## config.mk

```make
export PLATFORM = sky130hd
export DESIGN_NAME = sumsq_serial_flat
export DESIGN_NICKNAME = d
export VERILOG_FILES = /design/src/rtl/sumsq_pkg.sv /design/src/rtl/sumsq_serial_if.sv /design/src/rtl/sumsq_serial_sq_step.sv /design/src/rtl/sumsq_serial.sv /design/src/flat_wrapper.sv
export SDC_FILE = /design/constraint.sdc
export NUM_CORES = 1
export LEC_CHECK = 0
export BUFFER_PORTS_ARGS = -buffer_cell sky130_fd_sc_hd__buf_2
export CAP_MARGIN = 20
export CORE_ASPECT_RATIO = 1.5
export CORE_MARGIN = 2
export CORE_UTILIZATION = 30
export CTS_BUF_LIST = sky130_fd_sc_hd__clkbuf_4 sky130_fd_sc_hd__clkbuf_8
export CTS_CLUSTER_DIAMETER = 80
export DETAILED_ROUTE_END_ITERATION = 7
export GPL_TIMING_DRIVEN = 0
export PLACE_DENSITY = 0.45
export SYNTH_ARGS = -nofsm -noshare
export SYNTH_HDL_FRONTEND = slang
export SYNTH_HIERARCHICAL = 1
export SYNTH_SLANG_ARGS = --single-unit
export TNS_END_PERCENT = 1
```

## constraint.sdc

```tcl
create_clock -name clk -period 5.9 [get_ports clk]
set_input_delay 0.885 -clock clk [delete_from_list [all_inputs] [get_ports clk]]
set_output_delay 0.885 -clock clk [all_outputs]
set_load 0.005 [all_outputs]
```

## src/rtl/sumsq_pkg.sv

```systemverilog
// Shared types and sizing for the serial sum-of-squares unit.
// Holds the FSM state encoding, the default operand width and derived widths.
package sumsq_pkg;

    localparam int SUMSQ_W = 8;

    function automatic int cnt_width(input int w);
        return (w > 1) ? $clog2(w) : 1;
    endfunction

    localparam int SUMSQ_RW = 2 * SUMSQ_W + 1;
    localparam int SUMSQ_CW = cnt_width(SUMSQ_W);

    typedef enum logic [1:0] {
        IDLE = 2'd0,
        SQ_X = 2'd1,
        SQ_Y = 2'd2,
        DONE = 2'd3
    } sumsq_state_t;

endpackage

```

## src/rtl/sumsq_serial_if.sv

```systemverilog
// Operand/result handshake bundle between a producer and the sum-of-squares unit.
// master = producer/consumer side, slave = the computing block.
interface sumsq_serial_if import sumsq_pkg::*; #(
    parameter int W = SUMSQ_W
);
    logic           in_valid;
    logic           in_ready;
    logic [W-1:0]   in_x;
    logic [W-1:0]   in_y;
    logic           out_valid;
    logic           out_ready;
    logic [2*W:0]   out_sum;
    logic           busy;

    modport master (
        output in_valid, in_x, in_y, out_ready,
        input  in_ready, out_valid, out_sum, busy
    );

    modport slave (
        input  in_valid, in_x, in_y, out_ready,
        output in_ready, out_valid, out_sum, busy
    );
endinterface

```

## src/rtl/sumsq_serial_sq_step.sv

```systemverilog
// One shift-add step: acc_next = acc + (op[cnt] ? op << cnt : 0).
// Purely combinational; no backpressure.
module sq_step import sumsq_pkg::*; #(
    parameter int W  = SUMSQ_W,
    parameter int RW = SUMSQ_RW,
    parameter int CW = SUMSQ_CW
) (
    input  logic [RW-1:0] i_acc,
    input  logic [W-1:0]  i_op,
    input  logic [CW-1:0] i_cnt,
    output logic [RW-1:0] o_acc_next
);
    logic          w_bit;
    logic [RW-1:0] w_addend;

    assign w_bit      = i_op[i_cnt];
    assign w_addend   = w_bit ? (RW'(i_op) << i_cnt) : '0;
    assign o_acc_next = i_acc + w_addend;
endmodule

```

## src/rtl/sumsq_serial.sv

```systemverilog
// Serial X*X + Y*Y via one conditional add per cycle; SUMSQ_SAT_EN clamps to 2W bits.
// Latency: out_valid rises 2*W edges after accept; one result per 2*W+2 cycles.
// Backpressure: result held in DONE until out_ready; in_ready only in IDLE.
module sumsq_serial import sumsq_pkg::*; #(
    parameter int W = SUMSQ_W
) (
    input  logic           clk,
    input  logic           rst_n,
    sumsq_serial_if.slave  bus
);
    localparam int RW = 2 * W + 1;
    localparam int CW = cnt_width(W);
    localparam logic [CW-1:0] CNT_LAST = CW'(W - 1);

    sumsq_state_t  r_state;
    sumsq_state_t  w_state_next;
    logic [W-1:0]  r_x;
    logic [W-1:0]  r_y;
    logic [W-1:0]  w_op;
    logic [CW-1:0] r_cnt;
    logic          w_cnt_last;
    logic [RW-1:0] r_acc;
    logic [RW-1:0] w_acc_next;
    logic [RW-1:0] w_sum_fmt;
    logic [RW-1:0] r_out_sum;
    logic          r_out_valid;
    logic          w_in_ready;
    logic          w_busy;

    assign w_cnt_last = (r_cnt == CNT_LAST);
    assign w_op       = (r_state == SQ_Y) ? r_y : r_x;

    sq_step #(
        .W  (W),
        .RW (RW),
        .CW (CW)
    ) u_sq_step (
        .i_acc      (r_acc),
        .i_op       (w_op),
        .i_cnt      (r_cnt),
        .o_acc_next (w_acc_next)
    );

`ifdef SUMSQ_SAT_EN
    // Any sum reaching bit 2W saturates so a 2W-bit consumer never wraps.
    assign w_sum_fmt = w_acc_next[RW-1] ? {1'b0, {(RW-1){1'b1}}} : w_acc_next;
`else
    assign w_sum_fmt = w_acc_next;
`endif

    always_ff @(posedge clk or negedge rst_n) begin
        if (!rst_n) begin
            r_state <= IDLE;
        end else begin
            r_state <= w_state_next;
        end
    end

    always_comb begin
        w_state_next = r_state;
        unique case (r_state)
            IDLE:    if (bus.in_valid)  w_state_next = SQ_X;
            SQ_X:    if (w_cnt_last)    w_state_next = SQ_Y;
            SQ_Y:    if (w_cnt_last)    w_state_next = DONE;
            DONE:    if (bus.out_ready) w_state_next = IDLE;
            default:                    w_state_next = IDLE;
        endcase
    end

    always_comb begin
        w_in_ready = (r_state == IDLE);
        w_busy     = (r_state != IDLE);
    end

    always_ff @(posedge clk or negedge rst_n) begin
        if (!rst_n) begin
            r_x         <= '0;
            r_y         <= '0;
            r_acc       <= '0;
            r_cnt       <= '0;
            r_out_sum   <= '0;
            r_out_valid <= 1'b0;
        end else begin
            unique case (r_state)
                IDLE: begin
                    if (bus.in_valid) begin
                        r_x   <= bus.in_x;
                        r_y   <= bus.in_y;
                        r_acc <= '0;
                        r_cnt <= '0;
                    end
                end
                SQ_X: begin
                    r_acc <= w_acc_next;
                    r_cnt <= w_cnt_last ? '0 : r_cnt + CW'(1);
                end
                SQ_Y: begin
                    r_acc <= w_acc_next;
                    r_cnt <= w_cnt_last ? '0 : r_cnt + CW'(1);
                    if (w_cnt_last) begin
                        r_out_sum   <= w_sum_fmt;
                        r_out_valid <= 1'b1;
                    end
                end
                DONE: begin
                    if (bus.out_ready) begin
                        r_out_valid <= 1'b0;
                    end
                end
                default: begin
                    r_out_valid <= 1'b0;
                end
            endcase
        end
    end

    assign bus.in_ready  = w_in_ready;
    assign bus.busy      = w_busy;
    assign bus.out_valid = r_out_valid;
    assign bus.out_sum   = r_out_sum;
endmodule

```

## src/flat_wrapper.sv

```systemverilog
// flat-port wrapper written by rule: the top's interface ports become plain ports
module sumsq_serial_flat import sumsq_pkg::*;
#(
    parameter int W = SUMSQ_W
)
  (clk, rst_n, bus_in_valid, bus_in_x, bus_in_y, bus_out_ready, bus_in_ready, bus_out_valid, bus_out_sum, bus_busy);
  sumsq_serial_if #(.W(W)) bus_i ();
  input  logic clk;
  input  logic rst_n;
  input wire logic [$bits(bus_i.in_valid)-1:0] bus_in_valid;
  input wire logic [$bits(bus_i.in_x)-1:0] bus_in_x;
  input wire logic [$bits(bus_i.in_y)-1:0] bus_in_y;
  input wire logic [$bits(bus_i.out_ready)-1:0] bus_out_ready;
  output wire logic [$bits(bus_i.in_ready)-1:0] bus_in_ready;
  output wire logic [$bits(bus_i.out_valid)-1:0] bus_out_valid;
  output wire logic [$bits(bus_i.out_sum)-1:0] bus_out_sum;
  output wire logic [$bits(bus_i.busy)-1:0] bus_busy;
  assign bus_i.in_valid = bus_in_valid;
  assign bus_i.in_x = bus_in_x;
  assign bus_i.in_y = bus_in_y;
  assign bus_i.out_ready = bus_out_ready;
  assign bus_in_ready = bus_i.in_ready;
  assign bus_out_valid = bus_i.out_valid;
  assign bus_out_sum = bus_i.out_sum;
  assign bus_busy = bus_i.busy;
  sumsq_serial #(.W(W)) u_core (.clk(clk), .rst_n(rst_n), .bus(bus_i));
endmodule
```

==> results.json, run 1 <==
{
  "place_ws_ps": 1050,
  "cp_data_arrival_time_ps": 5000,
  "synthToLayoutAreaGrowth_pct": 13.8,
  "htreeDepth": 2,
  "synth_common_cells": "dfrtp_1, mux2_2, ha_1, nor2_1, a21oi_1",
  "finalSetupTns_ps": 0,
  "holdBufCountCts": 0,
  "worst-path-max-fanout": 10,
  "endpoint_kind": "flip-flop",
  "drt_pass1_iterations": 4,
  "setup_slack_ps": 1120,
  "nNetsFinal": 428,
  "reg2reg_from": "u_core/r_state[0]$_DFFE_PN0P_",
  "rows": 49,
  "drc_errors": 0,
  "start_util_pct": 30.5,
  "p_leak_nw": 1.93,
  "grt_pass1_wl_um": 14300,
  "utilization_pct": 34.8,
  "cts_made_buffers": 5,
  "synth_edf_count": 0,
  "path_delay_family": "multiplexers",
  "critical_path_class": "flip-flop to flip-flop",
  "syn-cell-area_um2": 3630,
  "crit_path_max_incr_delay_ps": 500,
  "syn_inst": 337,
  "die_w_um": 93.9,
  "hold_class": "flip-flop to flip-flop",
  "drt-total-wl_um": 8680,
  "io_buffers": 39,
  "r2r_end": "u_core/bus.out_sum[16]$_DFFE_PN0P_",
  "maxSlewHeadroom_pct": 55.3,
  "drtAntennaViolNets": 0,
  "track_usage_pct": 13.8,
  "timing.fmax_mhz": 209,
  "rsz0062_at_grt": "no",
  "synth_largest_area_cell": "dfrtp_1",
  "place_inst": 530,
  "ys_seq_elements": 56,
  "cts_sinks": 56,
  "syn-num-nets": 381,
  "startpoint_type": "flip-flop",
  "synth_most_common_cell": "dfrtp_1",
  "final_period_minus_worst_setup_slack_ps": 4780,
  "synth.area.top_cells": "dfrtp_1, mux2_2, ha_1",
  "min_from": "u_core/bus.out_sum[14]$_DFFE_PN0P_",
  "slowest_stage": "mux4_2",
  "worstPathCellList": "inv_1 > ha_1 > buf_2 > mux2_2 > mux4_2 > nand2_1 > and2_1 > clkbuf_1 > nor2_1 > ha_1 > clkbuf_8 > a211oi_1 > o21bai_1 > o22ai_1 > o21ai_0 > xor2_1 > mux2_2",
  "setup_viol": 0,
  "post-route-period-util_pct": 81.1,
  "critPathRequiredTime_ps": 6120,
  "hold_depth": 1,
  "grt_max_degree": 30,
  "final-hold-violation-count": 0,
  "wl_per_cell_um": 16.1,
  "viasPerCell": 5.08,
  "core_um2": 11900,
  "peakVddDrop_mv": 0.166,
  "synth_top_flop_cell": "dfrtp_1",
  "power_density_nw_per_um2": 623,
  "insertion_delay_ps": 330,
  "hold_end": "u_core/bus.out_sum[14]$_DFFE_PN0P_",
  "fin_worst_skew_ps": 16.9,
  "fp.dieArea_um2": 13000,
  "fin_hold_ws_ps": 508,
  "antenna_found_initial": 0,
  "post-cts-setup-buffers": 0,
  "tightest_slew_ps": 670,
  "drt_iter0_markers": 65,
  "synth_cell_types": 59,
  "drive_gt1_share_pct": 33.5,
  "cts_tree": "yes",
  "die_h_um": 139,
  "yosysWarningCount": 6,
  "outcome": "finished clean",
  "first_global_vias": 2856,
  "rr_worst_depth": 17,
  "hpwl_um": 6880,
  "synth_top_area_share_pct": 38.6,
  "avgSynthCellArea_um2": 10.8,
  "crit_start": "u_core/r_state[0]$_DFFE_PN0P_",
  "gp_congestion": 0.871,
  "clkTransAtPathRegs_ps": 110,
  "overflow": 0,
  "r2r_slack_ps": 1120,
  "clock_path_buffers": 2,
  "clock-root-buffer": "clkbuf_8",
  "slew_viol_final": 0,
  "pin_count": 40,
  "antennaDiodeCount": 0,
  "via_count": 2733,
  "cap_violations": 0,
  "cts_resized": 0,
  "seq_area_frac_synth_pct": 38.6,
  "path_buf_inv": 4,
  "fin_cells": 538,
  "async_reset_ff_share_pct": 100
}
[flip-flops by register name, summed over array words and instances, names as in the netlist]
signal                cells
u_core/bus.out_sum       17
u_core/bus.out_valid      1
u_core/r_acc             17
u_core/r_cnt              3
u_core/r_state            2
u_core/r_x                8
u_core/r_y                8
[worst reg2reg max path, stage by stage (launching register included)]
cell	delay (ps)
dfrtp_1	420
inv_1	130
ha_1	230
buf_2	270
mux2_2	440
mux4_2	500
nand2_1	120
and2_1	130
clkbuf_1	240
nor2_1	120
ha_1	290
clkbuf_8	160
a211oi_1	280
o21bai_1	170
o22ai_1	410
o21ai_0	270
xor2_1	210
mux2_2	280
[cells in the final DEF (no fill, tap or decap), types with 4 or more instances in the layout]
| master | instances |
|---|---|
| clkbuf_8 | 8 |
| nand4_1 | 5 |
| a22o_2 | 9 |
| clkbuf_1 | 5 |
| inv_1 | 11 |
| nand3_1 | 7 |
| o21ai_0 | 12 |
| nand2_1 | 14 |
| buf_2 | 45 |
| mux2i_1 | 6 |
| a22o_1 | 10 |
| nor2_1 | 23 |
| buf_6 | 5 |
| mux2_2 | 48 |
| nand2b_1 | 5 |
| a211oi_1 | 4 |
| a21oi_1 | 21 |
| xnor2_1 | 6 |
| ha_1 | 23 |
| nor2b_1 | 4 |
| dfrtp_1 | 56 |
[worst max-delay path by stage]
stage,end,slack (ps),depth (start not counted)
final,u_core/bus.out_sum[16]$_DFFE_PN0P_,1120,17
after global routing,u_core/bus.out_sum[16]$_DFFE_PN0P_,710,17
after CTS,u_core/bus.out_sum[16]$_DFFE_PN0P_,1030,17
after global placement,u_core/bus.out_sum[16]$_DFFE_PN0P_,1080,17
after floorplan,u_core/bus.out_sum[15]$_DFFE_PN0P_,1760,16
after detailed placement,u_core/bus.out_sum[16]$_DFFE_PN0P_,1050,17
[report_power, final]
part           switching, W  internal [W]
combinational      0.000916      0.000798
clock              0.000135     0.0000965
sequential        0.0000889      0.000541
[cell families (layout without fill, tap and decap cells)]
family,Yosys count,in the layout,synth area share [%]
flops,56,56,38.6
compound gates,81,81,16.0
xor+xnor,9,9,2.17
simple gates,81,81,11.8
fa+ha+maj,24,24,8.47
buf+inv,30,78,5.20
mux,56,56,17.8
[stage by stage]
step / power (W) / cell area [um^2]
finish: 0.00258 / 4140
global route: 0.00283 / 4140
CTS: 0.00262 / 4140
detailed placement: 0.00238 / 4040
global placement: 0.00234 / 4020
floorplan: 0.00194 / 3630
[layer usage]
metal | GRT usage, % | wire length (um)
met5 | 0 | 0
met4 | 4.50 | 143
met3 | 1.90 | 195
met2 | 26.1 | 4860
met1 | 15.5 | 3480
[layout make-up]
type	count	area, um^2
Fill cell	1232	7760
Clock buffer	6	82.6
Inverter	11	41.3
Sequential cell	56	1400
Tap cell	153	191
Clock inverter	2	13.8
Multi-Input combinational cell	251	2040
Timing Repair Buffer	40	215
Buffer	19	148
Power figures use the tool's default switching activity.
==> inputs of run 2 (changes only) <==
- ABC_AREA: default -> 1
- PLACE_DENSITY: 0.45 -> 0.47
- clock period: 5.9 -> 4.13 ns (I/O delays scaled with it)
==> run 2 against run 1 <==
Sequential cell count unchanged. Synthesized cell count increased by 68%. Cell count up 43%. Worst hold slack worse by 220 ps. Power increased by 33%. Combinational power grew 29%. Critical path depth is 6 higher. Clock skew is 6.2 ps lower. Largest power group unchanged.
==> results.json, run 2 <==
{
  "outcome": "finished clean",
  "clkTransAtPathRegs_ps": 110,
  "synth_top_family_by_area": "simple AND/OR/NAND/NOR gates",
  "synth_top_area_share_pct": 35.2,
  "rows": 51,
  "clock_path_buffers": 2,
  "fin_worst_skew_ps": 10.8,
  "grtUsageMet1_pct": 15.2,
  "io_buffers": 38,
  "pin_count": 40,
  "crit_top_cell": "nand2_1",
  "die_h_um": 145,
  "tightest_slew_ps": 571,
  "busiest_layer": "met2",
  "timing.fmax_mhz": 301,
  "clock-root-buffer": "clkbuf_8",
  "first_global_vias": 3472,
  "worstPathCellList": "inv_1 > ha_1 > clkinv_1 > nand2_1 > nand2_1 > or2_1 > o21ai_2 > nand2_2 > nand3_1 > nand2_1 > nand2_1 > inv_1 > ha_1 > nand2_1 > inv_2 > nand2_1 > nor3_1 > nand2_1 > nand2_1 > nand2_1 > nand2_1 > inv_1 > o21ai_0",
  "synth_edf_count": 0,
  "p_comb_share_pct": 64.2,
  "viasPerCell": 4.50,
  "post-cts-setup-buffers": 0,
  "seqPwrFrac_pct": 26.0,
  "start_util_pct": 30.7,
  "drive_gt1_share_pct": 17.3,
  "overflow": 0,
  "synthAdderAreaFrac_pct": 7.74,
  "power_density_nw_per_um2": 764,
  "clkPwrFrac_pct": 9.8,
  "cp_data_arrival_time_ps": 3570,
  "use_met2_pct": 28.6,
  "switchingPower_w": 0.00172,
  "syn_inst": 566,
  "synth-compound-area-share_pct": 8.34,
  "synth_largest_area_cell": "dfrtp_1",
  "r2r_end": "u_core/bus.out_sum[13]$_DFFE_PN0P_",
  "grt_pass1_wl_um": 16700,
  "final_cell_mix": "nand2_1, inv_1, nand3_1",
  "nNetsFinal": 656,
  "drtAntennaViolNets": 0,
  "ys_seq_elements": 56,
  "setup_viol": 0,
  "drt-total-wl_um": 10000,
  "hpwl_um": 8080,
  "synth_top_flop_cell": "dfrtp_1",
  "critical_path_class": "flip-flop to flip-flop",
  "yosysWarningCount": 6,
  "power.internal_w": 0.00171,
  "drt_iter0_markers": 82,
  "cts_made_buffers": 5,
  "finalSetupTns_ps": 0,
  "synthSimpleGateAreaFrac_pct": 36.0,
  "crit_path_max_incr_delay_ps": 430,
  "slowest_stage": "dfrtp_1",
  "via_count": 3474,
  "grt_max_degree": 35,
  "power_w": 0.00343,
  "cap_violations": 0,
  "synth_mux_area_share_pct": 0,
  "critPathRequiredTime_ps": 4370,
  "seq_area_frac_synth_pct": 35.2,
  "holdBufCountCts": 0,
  "synth_cell_types": 36,
  "cts_sinks": 56,
  "hold_class": "input pin to async pin",
  "peakVddDrop_mv": 0.451,
  "final-hold-violation-count": 0,
  "synthToLayoutAreaGrowth_pct": 12.7,
  "final_common_cell": "nand2_1",
  "fin_hold_ws_ps": 286,
  "drt_pass1_iterations": 6,
  "wl_per_cell_um": 13.0,
  "avgSynthCellArea_um2": 7.03,
  "final_period_minus_worst_setup_slack_ps": 3330,
  "r2r_slack_ps": 800,
  "switching_share_pct": 50.2,
  "synth_xor_area_share_pct": 1.54,
  "p_leak_nw": 2.58,
  "antennaDiodeCount": 0,
  "use_met3_pct": 1.73,
  "insertion_delay_ps": 320,
  "drc_errors": 0,
  "worst-path-max-fanout": 9,
  "syn-num-nets": 610,
  "maxSlewHeadroom_pct": 61.9,
  "gp_congestion": 0.867,
  "htreeDepth": 2,
  "rr_worst_depth": 23,
  "synth_most_common_cell": "nand2_1",
  "rsz0062_at_grt": "no",
  "cts_resized": 0,
  "die_w_um": 98.0,
  "async_reset_ff_share_pct": 100,
  "synth.area.top_cells": "dfrtp_1, nand2_1, nand3_1",
  "fill_cells": 1439,
  "endpoint_kind": "flip-flop",
  "antenna_found_initial": 0,
  "slew_viol_final": 0,
  "fp.dieArea_um2": 14200,
  "place_ws_ps": 797,
  "track_usage_pct": 14.4,
  "syn-cell-area_um2": 3980,
  "cts_tree": "yes",
  "synth_common_cells": "nand2_1, inv_1, nand3_1",
  "reg2reg_from": "u_core/r_state[0]$_DFFE_PN0P_",
  "startpoint_type": "flip-flop",
  "core_um2": 13000,
  "post-route-period-util_pct": 80.5,
  "setup_slack_ps": 805
}
-- run 2: cell count changes in the layout (fill, tap and decap cells not counted), sizes merged, moves of 6 or more --
| cell | previous run | this run |
|---|---|---|
| a21oi | 21 | 9 |
| nand3 | 7 | 61 |
| nand2 | 16 | 228 |
| o21ai | 13 | 41 |
| nand2b | 6 | 0 |
| inv | 12 | 80 |
| or2 | 0 | 7 |
| mux2i | 6 | 0 |
| mux2 | 48 | 0 |
| nor2 | 23 | 17 |
| a22o | 19 | 0 |
-- run 2: power by group through the flow --
| stage | Combinational, W | Sequential [W] | Clock [W] |
|---|---|---|---|
| CTS | 0.00224 | 0.000897 | 0.000356 |
| detailed placement | 0.00224 | 0.000906 | 0 |
| floorplan | 0.00169 | 0.000876 | 0 |
| global placement | 0.00220 | 0.000901 | 0 |
| global route | 0.00250 | 0.000925 | 0.000377 |
| finish | 0.00220 | 0.000893 | 0.000335 |
-- run 2: worst max-delay path, delay by kind of cell (launching register included) --
kind | cells | cell delay, ps
AOI/OAI and AO/OA | 2 | 260
and+or+nand+nor | 14 | 1420
adders and majority gates | 2 | 570
buffers and inverters | 5 | 570
DFF | 1 | 430
-- run 2: routing by layer --
layer  wire length [um]  part of all wire (%)
met4                236                   2.4
met3                199                   2.0
met2               5480                    55
met5                  0                     0
met1               4090                    41
-- run 2: cell type report --
class,count,area [um^2],share of cell area [%]
Sequential cell,56,1400,31.2
Clock buffer,8,97.6,2.18
Buffer,19,141,3.15
Tap cell,159,199,4.44
Multi-Input combinational cell,410,2130,47.5
Inverter,81,304,6.78
Timing Repair Buffer,39,210,4.69
-- run 2: logic make-up (layout without fill, tap and decap cells) --
group | after synthesis | count (layout)
AO/OA/AOI/OAI | 53 | 53
AND/OR/NAND/NOR | 326 | 326
adder cells (fa/ha/maj) | 24 | 24
flip-flops | 56 | 56
buffers and inverters | 100 | 147
XOR/XNOR | 7 | 7
-- run 2: worst max path at each step --
stage / startpoint / endpoint / cells past startpoint
2_1_floorplan: u_core/r_state[0]$_DFFE_PN0P_ / u_core/bus.out_sum[16]$_DFFE_PN0P_ / 23
3_3_place_gp: u_core/r_state[0]$_DFFE_PN0P_ / u_core/bus.out_sum[13]$_DFFE_PN0P_ / 23
3_5_place_dp: u_core/r_state[0]$_DFFE_PN0P_ / u_core/bus.out_sum[12]$_DFFE_PN0P_ / 23
4_1_cts: u_core/r_state[0]$_DFFE_PN0P_ / u_core/bus.out_sum[13]$_DFFE_PN0P_ / 23
5_1_grt: u_core/r_state[0]$_DFFE_PN0P_ / u_core/bus.out_sum[15]$_DFFE_PN0P_ / 23
6_report: u_core/r_state[0]$_DFFE_PN0P_ / u_core/bus.out_sum[13]$_DFFE_PN0P_ / 23
-- run 2: through the flow --
step | area (um^2) | instances | utilization [%]
floorplan | 3980 | 566 | -
global placement | 4370 | 763 | 33.7
CTS | 4480 | 772 | 34.6
global route | 4480 | 772 | 34.6
detailed placement | 4390 | 764 | 33.9
finish | 4480 | 772 | 34.6
